$ cat src/rtl/mealy_decoder_pkg.sv
// Shared definitions for the Mealy decoder slice.
//   state_t  : decoder state encoding (S0/S1/S2; 2'b11 is illegal)
//   WORD_W   : width of the assembled plaintext word
//   CNT_W    : width of the decoded-bit counter
//   CNT_LAST : counter value at which a word completes
package mealy_decoder_pkg;

  localparam int WORD_W = 16;
  localparam int CNT_W  = 4;

  typedef enum logic [1:0] {
    S0    = 2'b00,
    S1    = 2'b01,
    S2    = 2'b10,
    S_ILL = 2'b11
  } state_t;

  localparam logic [CNT_W-1:0] CNT_LAST = CNT_W'(WORD_W - 1);

endpackage

$ cat src/rtl/mealy_decode_step.sv
// Combinational single-step table of the 3-state Mealy code.
// Ports:
//   state      in  current decoder state
//   code       in  received encoded bit
//   bit_val    out recovered plaintext bit for this transition
//   next_state out state after consuming code
module mealy_decode_step
  import mealy_decoder_pkg::*;
(
  input  state_t state,
  input  logic   code,
  output logic   bit_val,
  output state_t next_state
);

  always_comb begin
    bit_val    = 1'b0;
    next_state = S0;
    case (state)
      S0: begin
        if (!code) begin
          bit_val    = 1'b1;
          next_state = S1;
        end else begin
          bit_val    = 1'b0;
          next_state = S2;
        end
      end
      S1: begin
        if (code) begin
          bit_val    = 1'b1;
          next_state = S0;
        end else begin
          bit_val    = 1'b0;
          next_state = S2;
        end
      end
      S2: begin
        if (!code) begin
          bit_val    = 1'b1;
          next_state = S1;
        end else begin
          bit_val    = 1'b0;
          next_state = S0;
        end
      end
      // Illegal encoding recovers to S0 and yields a 0 bit.
      default: begin
        bit_val    = 1'b0;
        next_state = S0;
      end
    endcase
  end

endmodule

$ cat src/rtl/mealy_decoder.sv
// Mealy decoder: recovers plaintext bits from a 3-state Mealy-encoded
// stream and assembles them MSB-first into 16-bit words.
// Ports:
//   clk, reset  rising-edge clock, asynchronous active-high reset
//   code_in     encoded bit, qualified by code_valid
//   sync_clr    synchronous clear of decode state and word assembly
//   word_ack    consumer accepts the pending word
//   bit_out     registered decoded bit, qualified by bit_valid (1-cycle pulse)
//   word_out    last completed word
//   word_valid  a word is pending; held until acknowledged
//   overrun     sticky: a word completed while the previous one was pending
//   state_out   current decoder state
module mealy_decoder
  import mealy_decoder_pkg::*;
(
  input  logic              clk,
  input  logic              reset,
  input  logic              code_in,
  input  logic              code_valid,
  input  logic              sync_clr,
  input  logic              word_ack,
  output logic              bit_out,
  output logic              bit_valid,
  output logic [WORD_W-1:0] word_out,
  output logic              word_valid,
  output logic              overrun,
  output logic [1:0]        state_out
);

  state_t             state_reg, state_next;
  logic [CNT_W-1:0]   cnt_reg, cnt_next;
  logic [WORD_W-1:0]  shift_reg, shift_next;
  logic [WORD_W-1:0]  word_reg, word_next;
  logic               bit_out_reg, bit_out_next;
  logic               bit_valid_reg, bit_valid_next;
  logic               word_valid_reg, word_valid_next;
  logic               overrun_reg, overrun_next;

  logic               step_bit;
  state_t             step_state;
  logic [WORD_W-1:0]  shift_shifted;
  logic               word_done;

  mealy_decode_step u_step (
    .state      (state_reg),
    .code       (code_in),
    .bit_val    (step_bit),
    .next_state (step_state)
  );

  // Shift-left with the new bit entering at the LSB, so the first bit of a
  // word ends up at bit 15 after sixteen shifts.
  assign shift_shifted[0] = step_bit;
  generate
    for (genvar gi = 1; gi < WORD_W; gi++) begin : g_shift
      assign shift_shifted[gi] = shift_reg[gi-1];
    end
  endgenerate

  // The 16th bit is taken from the shifter input path so it lands in
  // word_out on the same edge it is decoded.
  assign word_done = code_valid && !sync_clr && (cnt_reg == CNT_LAST);

  always_ff @(posedge clk or posedge reset) begin
    if (reset) begin
      state_reg      <= S0;
      cnt_reg        <= '0;
      shift_reg      <= '0;
      word_reg       <= '0;
      bit_out_reg    <= 1'b0;
      bit_valid_reg  <= 1'b0;
      word_valid_reg <= 1'b0;
      overrun_reg    <= 1'b0;
    end else begin
      state_reg      <= state_next;
      cnt_reg        <= cnt_next;
      shift_reg      <= shift_next;
      word_reg       <= word_next;
      bit_out_reg    <= bit_out_next;
      bit_valid_reg  <= bit_valid_next;
      word_valid_reg <= word_valid_next;
      overrun_reg    <= overrun_next;
    end
  end

  always_comb begin
    state_next      = state_reg;
    cnt_next        = cnt_reg;
    shift_next      = shift_reg;
    word_next       = word_reg;
    bit_out_next    = bit_out_reg;
    bit_valid_next  = 1'b0;
    word_valid_next = word_valid_reg;
    overrun_next    = overrun_reg;

    if (sync_clr) begin
      // Clear wins over a simultaneous code; word_out and bit_out keep
      // their last values but are no longer flagged valid.
      state_next      = S0;
      cnt_next        = '0;
      shift_next      = '0;
      word_valid_next = 1'b0;
      overrun_next    = 1'b0;
    end else begin
      if (code_valid) begin
        state_next     = step_state;
        shift_next     = shift_shifted;
        bit_out_next   = step_bit;
        bit_valid_next = 1'b1;
        // 4-bit counter wraps 15 -> 0 naturally at word completion.
        cnt_next       = cnt_reg + CNT_W'(1);
      end

      if (word_done) begin
        word_next       = shift_shifted;
        word_valid_next = 1'b1;
        // A same-cycle ack consumes the old word, so it is not an overrun.
        if (word_valid_reg && !word_ack) begin
          overrun_next = 1'b1;
        end
      end else if (word_ack && word_valid_reg) begin
        word_valid_next = 1'b0;
      end
    end
  end

  assign bit_out    = bit_out_reg;
  assign bit_valid  = bit_valid_reg;
  assign word_out   = word_reg;
  assign word_valid = word_valid_reg;
  assign overrun    = overrun_reg;
  assign state_out  = state_reg;

endmodule
$ cat config.mk
export PLATFORM = sky130hd
export DESIGN_NAME = mealy_decoder
export DESIGN_NICKNAME = d
export VERILOG_FILES = /design/src/rtl/mealy_decoder_pkg.sv /design/src/rtl/mealy_decode_step.sv /design/src/rtl/mealy_decoder.sv
export SDC_FILE = /design/constraint.sdc
export NUM_CORES = 1
export LEC_CHECK = 0
export CORE_MARGIN = 4
export CORE_UTILIZATION = 50
export CTS_CLUSTER_SIZE = 28
export DETAILED_ROUTE_END_ITERATION = 6
export HOLD_SLACK_MARGIN = 0.1
export PLACE_DENSITY = 0.72
export RECOVER_POWER = 100
export SETUP_SLACK_MARGIN = 0.5
export SLEW_MARGIN = 20
export SYNTH_ARGS = -nofsm -noshare
export SYNTH_HDL_FRONTEND = slang
export SYNTH_SLANG_ARGS = --single-unit
$ cat constraint.sdc
create_clock -name clk -period 3.7 [get_ports clk]
set_clock_uncertainty 0.15 [all_clocks]
set_input_delay 1.11 -clock clk [delete_from_list [all_inputs] [get_ports clk]]
set_output_delay 1.11 -clock clk [all_outputs]
set_load 0.005 [all_outputs]
# ---- After elaboration in Yosys (flattened, before gate mapping)
# Index checks and enable logic that the tools add are counted.
dict set report op_classes {
  bitwise_logic 1
  n_reduce_logical 15
  n_eq_ne 3
  mux 21
  addsub 1
}
# cell count
set ops {}
lappend ops {{15-bit 2-to-1 mux} 2}
lappend ops {{1-bit 2-to-1 mux} 11}
lappend ops {{2-bit 2-to-1 mux} 4}
lappend ops {{4-bit 2-to-1 mux} 2}
lappend ops {{2-bit one-hot mux with 3 select lines} 1}
lappend ops {{2-bit AND reduction} 3}
lappend ops {{2-bit nonzero test} 3}
lappend ops {{4-bit by 1-bit adder with 4-bit output (second input constant)} 1}
lappend ops {{4-bit == test (second input constant)} 1}
lappend ops {{1-bit logical AND} 4}
lappend ops {{3-bit nonzero test} 1}
lappend ops {{2-bit by 1-bit == test with 1-bit output (second input constant)} 1}
lappend ops {{2-bit == test (second input constant)} 1}
lappend ops {{1-bit logical NOT} 2}
lappend ops {{2-bit logical NOT} 1}
lappend ops {{1-bit one-hot mux with 2 select lines} 1}
lappend ops {{2-bit OR reduction} 1}
lappend ops {{1-bit inverter} 1}
dict set report word_totals {
  register_bits 41
}

# ---- Longest topological paths before layout
dict set report depth {
  word_depth 5
  mapped_depth 5
  mapped_depth_nobuf 4
}

# ---- Hierarchy
# From an unflattened synthesis, not the netlist that was laid out.
dict set report hier_totals {
  hier_cells 122
  hier_area_um2 1640.3
}
# module seq_area_each_um2 area_per_inst_um2 n_inst cells_per_inst
set by_module_without_submodules {}
lappend by_module_without_submodules {mealy_decoder 1026.0 1612.8 1 117}
lappend by_module_without_submodules {mealy_decode_step 0.0 27.5 1 5}

# ---- Worst setup path after synthesis
# OpenSTA, ideal clock, no wires.
dict set report synth_timing {
  path_type {input -> register}
  start {in code_valid}
  end {reg word_reg[15], in the netlist word_out[15]}
  arrival_ps 1970
  setup_time_ps 125
  stages 5
  path_slack_ps 1455
  cell_sequence {buf_4 nand4_4 nor2_8 buf_12 mux2_4}
}
dict set report synth_between {
  elab_chain_len 3
}
# item line
set synth_rtl {}
lappend synth_rtl {{from (decl)} mealy_decoder.sv:19} ;# input logic code_valid,
lappend synth_rtl {{1-bit logical AND (2 in series)} mealy_decoder.sv:62} ;# assign word_done = code_valid && !sync_clr && (cnt_reg == CNT_LAST);
lappend synth_rtl {{2-bit AND reduction (no line)} --}
lappend synth_rtl {{to (signal assigned)} mealy_decoder.sv:78} ;# word_reg <= word_next;
lappend synth_rtl {{to (decl)} mealy_decoder.sv:33} ;# logic [WORD_W-1:0] word_reg, word_next;
# No other way between the ends.
# A chain may end at the register's enable or synchronous reset.

# ---- Worst setup path after layout
dict set report layout_timing {
  start {in code_valid}
  end {reg word_reg[10], in the netlist word_out[10]}
}
# Same word-level chain as after synthesis.

==> run_results.csv <==
group,metric,value,unit
job,maxCapViolations,0,
sta,timing.final.crit_share,79.0,%
finish,n_antenna_cell,0,
critical_path,rrSetupSlack,1510,ps
sta,max_slew_margin,32.4,%
critical_path,cp-end-kind,"flop",
synthesis,synth.area.top_cells,"dfrtp_1, mux2i_1, mux2_4",
global_routing,first_global_vias,1102,
critical_path,slowest_delay,750,ps
routing,final_antenna_net_count,0,
sta,setup_violations,0,
global_routing,antenna_found_initial,0,
status,status,"completed",
critical_path,cp.required,3790,ps
pwr,peakVddDrop,199,uV
synthesis,syn_area,1710,um^2
sta,worst_pin_slew,1010,ps
clock_tree,cts_buffers,5,
place,place.gp.congestion,0.696,
sta,maxSlewViolCount,0,
routing,viasPerCell,5.15,
place,dpl_cell_area,2010,um^2
critical_path,critical_path_arrival,3010,ps
place,dp_cells,192,
pwr,leakage,1.05,nW
place,hpwlAfterDp,1930,um
sta,whs,345,ps
floorplanning,dieWidth,66.5,um
pwr,pwr-share-seq,60.8,%
synthesis,synth_edf_count,0,
clock_tree,cts_hold_buf,0,
clock_tree,clockBufferDepth,2,
pwr,p_int,0.587,mW
critical_path,cp_max_fo,16,
critical_path,crit_path_end,"word_out[10]$_DFFE_PP0P_",
synthesis,synth_top_area_share,60.0,%
synthesis,synth_flop_cell,"dfrtp_1",
synthesis,ys_top_cells_by_count,"dfrtp_1, nor2_1, mux2i_1, mux2_4, mux2_2",
pwr,swShare,22.6,%
floorplanning,ioPinCount,28,
finish,drive_above_1_share,13.5,%
sta,grt_setup_unrepaired,"false",
clock_tree,cts_tree,"done",
critical_path,path_depth,4,
pwr,p_per_area,376,nW/um^2
synthesis,synth_seq_area_share,60.0,%
floorplanning,core,3150,um^2
floorplanning,die_h,66.5,um
critical_path,crit_path_start_kind,"input port",
min_path,min_path_type,"flop to flop",
routing,drt_pass1_iterations,4,
routing,first_iter_violations,69,
pwr,p_switching,0.172,mW
finish,finalInstanceArea,2020,um^2
clock_tree,cts-htree-levels,2,
synthesis,synthesis.nets,132,
sta,min_period,2920,ps
routing,vias,1030,
floorplanning,rows,20,
floorplanning,initial_core_util,54.2,%
clock_tree,postCtsSetupRepairBufs,0,
clock_tree,path_clk_slew,110,ps
synthesis,async_flop_share,100,%
clock_tree,cts.sinks,41,
synthesis,synth_area_per_cell,13.7,um^2
synthesis,synth.most_common_cell,"dfrtp_1",
global_routing,gr-total-overflow,0,
finish,fillers,270,
routing,drt_wl_total,2850,um
critical_path,rr_endpoint,"word_out[10]$_DFFE_PP0P_",
critical_path,cp_slowest_cell,"nor2_2",
sta,timing.setup.tns,0,ps
critical_path,r2r_cells,4,
clock_tree,cts_resized,0,
place,port_buffers,27,
critical_path,cp_cell_sequence,"dlygate4sd3_1 > nand4_1 > nor2_2 > mux2_2",
clock_tree,insertion_delay,350,ps
critical_path,crit_family,"simple AND/OR/NAND/NOR gates",
synthesis,ys_ff_latch,41,
finish,largest_register_ffs,16,
critical_path,path_buf_inv,1,
critical_path,critical_path_class,"input port to flop",
finish,area_growth,17.9,%
finish,layout.cells.non_filler,200,
routing,drc,0,
synthesis,synth_top_area_cell,"dfrtp_1",
synthesis,yosysUniqueCellTypes,25,
critical_path,startpoint,"code_valid",
pwr,p_comb_share,6.5,%
global_routing,grt_usage,15.3,%
finish,final_nets,162,
floorplanning,die_area,4420,um^2
routing,wl_per_cell,14.2,um
critical_path,regToRegStartpoint,"cnt_reg[0]$_DFFE_PP0P_",
sta,hold_viol,0,
clock_tree,root_buffer,"clkbuf_4",
synthesis,syn_inst,125,
pwr,p_clk_share,32.8,%
synthesis,synth_warnings,0,
global_routing,grt_max_degree,42,
global_routing,grt_pass1_wl,5090,um
sta,max_freq,0.342,GHz
## placed cells by master, fill, tap and decap left out
master,instances
o21ba_2,1
nor2_1,23
nand2b_1,2
mux2i_1,17
ha_1,1
nand4b_1,1
nor2b_1,1
clkinv_2,1
inv_1,2
or2_2,1
xnor2_1,1
nand2_1,2
clkbuf_8,2
buf_4,1
xor2_1,2
clkbuf_2,1
mux2_4,2
dfrtp_1,41
clkbuf_1,1
a21oi_1,3
mux2_1,7
a211oi_1,1
o21a_1,1
nand4_1,2
dlygate4sd3_1,25
clkdlybuf4s50_1,2
mux2_2,6
nor2_2,1
clkbuf_4,5
## worst reg2reg max path, stage by stage, from the launching register on
cell and delay (ps):
dfrtp_1 400, ha_1 190, nand4_1 160, nor2_2 750
mux2_2 430
## layout make-up
class / count / area, um^2 / share of cell area, %
multi-input combinational: 75 / 572 / 28.3
sequential: 41 / 1030 / 50.9
clock buffer: 7 / 65.1 / 3.23
timing repair buffer: 30 / 287 / 14.2
tap: 44 / 55.1 / 2.73
clock inverter: 1 / 5.00 / 0.248
inverter: 2 / 7.51 / 0.372
## through the flow
step / total power, mW / setup slack [ps] / utilization, %
after detailed placement: 0.525 / 881 / 63.7
after global routing: 0.795 / 702 / 64.0
after floorplan: 0.503 / 1450 / -
after CTS: 0.774 / 1120 / 65.9
final: 0.759 / 779 / 64.0
after global placement: 0.522 / 936 / 63.7
## metal layers
layer / GRT usage (%) / routed length (um) / vias to the layer above / part of all wire [%]
met5: 0 / 0 / - / 0
li1: - / - / 479 / -
met1: 19.0 / 1260 / 525 / 44
met2: 24.8 / 1400 / 23 / 49
met3: 4.89 / 143 / 3 / 5.0
met4: 6.09 / 43 / 0 / 1.5
## power by group through the flow
stage | clock [mW] | combinational, mW | sequential (mW)
after global routing | 0.278 | 0.0548 | 0.462
final | 0.249 | 0.0491 | 0.461
after detailed placement | 0 | 0.0546 | 0.470
after global placement | 0 | 0.0529 | 0.470
after CTS | 0.258 | 0.0547 | 0.462
after floorplan | 0 | 0.0340 | 0.469
## how the worst min path moves through the flow
stage | end | depth (start not counted) | slack [ps] | startpoint
final | word_out[6]$_DFFE_PP0P_ | 1 | 340 | word_out[6]$_DFFE_PP0P_
after global routing | word_out[6]$_DFFE_PP0P_ | 1 | 370 | word_out[6]$_DFFE_PP0P_
after CTS | overrun$_DFFE_PP0P_ | 1 | 380 | overrun$_DFFE_PP0P_
after detailed placement | word_out[15]$_DFFE_PP0P_ | 1 | 340 | shift_reg[14]$_DFFE_PP0P_
after global placement | overrun$_DFFE_PP0P_ | 1 | 340 | overrun$_DFFE_PP0P_
after floorplan | word_out[15]$_DFFE_PP0P_ | 1 | 330 | shift_reg[14]$_DFFE_PP0P_
## logic make-up after synthesis
| kind of cell | synth area share, % |
|---|---|
| xor+xnor | 1.54 |
| mux | 21.8 |
| flops | 60.0 |
| fa+ha+maj | 0.731 |
| simple gates | 10.2 |
| buf+inv | 3.37 |
| compound gates | 2.34 |
Power figures use the tool's default switching activity.
==> patch: new RTL, config.mk and constraints unchanged <==
Reset style: synchronous (`reset`), changed in one clocked block. Comments in the files are not updated.
--- a/src/rtl/mealy_decoder.sv
+++ b/src/rtl/mealy_decoder.sv
@@ -63,3 +63,3 @@
 
-  always_ff @(posedge clk or posedge reset) begin
+  always_ff @(posedge clk) begin
     if (reset) begin
Function: differs if reset is asserted again (counterexample within 4 cycles, from zero or initial values and one cycle with reset high); with reset held inactive, the same outputs for 10 cycles.
==> patch against the unedited design <==
Synthesized area is 6.3% lower; count of clock-buffer cells in the layout is 2 lower; final area is 7.4% lower; wire length is 5.9% higher; worst setup slack better by 0.18 ns; sequential cell count stayed put; sequential share of layout area is 6.9 points lower; sequential power is 3% lower; power is 9.0% lower; via count is 19% higher; combinational power is 16% lower; register-to-register slack better by 0.39 ns; critical path type unchanged; critical endpoint is now shift_reg[4]$_SDFFE_PP0P_.
==> patch: results (changes against the unedited design) <==
status finished clean (unchanged); area of the multi-input gates 661 sq um (was 572 sq um); vias in the first global route 1192 (was 1102); Final Net Count 196 (was 162); largest net degree at the start of global routing 25 (was 42); hold depth 2 (was 1); sequential element share of the synthesized area 51.2% (was 60.0%); Hold WS 0.327 ns (was 0.345 ns); Mapped Cells 167 (was 125); Synth top cells by count dfxtp_1 (41), nor2_1 (25), a21oi_1 (18) (was dfrtp_1 (41), nor2_1 (23), mux2i_1 (17)); critical hold path startpoint word_out[9]$_SDFFE_PP0P_ (was word_out[6]$_DFFE_PP0P_); slowest library cell on the worst path or2_0 (was nor2_2); met2 wire len 1480 um (was 1400 um); first-pass GRT wire length 5300 um (was 5090 um); gp weighted congestion 0.779 (was 0.696); Finished Layout Cells 232 (was 200); Unique masters post-synth 30 (was 25); initial drt markers 35 (was 69); Peak VDD IR 0.000257 V (was 0.000199 V); met3 Use GR 3.81% (was 4.89%); R2R Path Start cnt_reg[0]$_SDFFE_PP0P_ (was cnt_reg[0]$_DFFE_PP0P_); Placed Area 1830 sq um (was 2010 sq um); R2R Setup Slk 1.90 ns (was 1.51 ns); worst relative slew slack 18.5% (was 32.4%); ys flop type dfxtp_1 (was dfrtp_1); Synth area leaders dfxtp_1 (51%), mux2i_1 (10%), nor2_1 (5.9%), a21oi_1 (5.6%), nand3_1 (4.7%) (was dfrtp_1 (60%), mux2i_1 (9.9%), mux2_4 (7.9%), nor2_1 (5.0%), mux2_2 (4.0%)); total wire length 3010 um (was 2850 um); dpl hpwl 2040 um (was 1930 um); Vias 1226 (was 1030); Sw Share 23.6% (was 22.6%); GRT met2 Usage 28.5% (was 24.8%); critical path peak fanout 23 (was 16); WL met1 1370 um (was 1260 um); Leak 0.742 nW (was 1.05 nW); crit-path max cell delay 0.94 ns (was 0.75 ns); R2R Path End word_out[0]$_SDFFE_PP0P_ (was word_out[10]$_DFFE_PP0P_)
-- patch: cell count changes in the layout (fill, tap and decap cells not counted), sizes merged, moves of 2 or more --
cell	change
dfxtp	+41
nor2b	+2
o21ai	+15
dfrtp	-41
a21oi	+16
nand3	+16
mux2	-15
clkdlybuf4s50	+2
clkbuf	-4
dlygate4sd3	-2
-- patch: area by class of cell --
cell class	count	area share (%)
multi-input combinational	111	35.4
clock buffer	5	2.01
clock inverter	1	0.268
tap	44	2.95
inverter	1	0.201
sequential	41	43.9
timing repair buffer	29	15.3
-- patch: cells by family after synthesis --
| family | after synthesis | synth area share, % |
|---|---|---|
| compound gates | 38 | 13.3 |
| fa+ha+maj | 1 | 0.781 |
| buf+inv | 15 | 7.18 |
| mux | 16 | 9.99 |
| flops | 41 | 51.2 |
| xor+xnor | 4 | 2.19 |
| simple gates | 52 | 15.4 |
-- patch: power by group through the flow --
stage	Combinational, mW	Sequential [mW]	Clock, mW
after floorplan	0.0325	0.457	0
after global placement	0.0420	0.457	0
after detailed placement	0.0427	0.457	0
after CTS	0.0430	0.447	0.203
after global routing	0.0456	0.448	0.227
final	0.0413	0.447	0.202
-- patch: worst max-delay path by stage --
| stage | startpoint | slack, ns | depth (start not counted) | to |
|---|---|---|---|---|
| floorplan | reset | 1.68 | 5 | cnt_reg[1]$_SDFFE_PP0P_ |
| global placement | sync_clr | 0.88 | 4 | word_out[0]$_SDFFE_PP0P_ |
| detailed placement | sync_clr | 0.83 | 4 | word_out[0]$_SDFFE_PP0P_ |
| CTS | state_out[0]$_SDFFE_PP0P_ | 1.15 | 1 | state_out[0] |
| global route | sync_clr | 0.78 | 3 | shift_reg[9]$_SDFFE_PP0P_ |
| finish | sync_clr | 0.96 | 3 | shift_reg[4]$_SDFFE_PP0P_ |
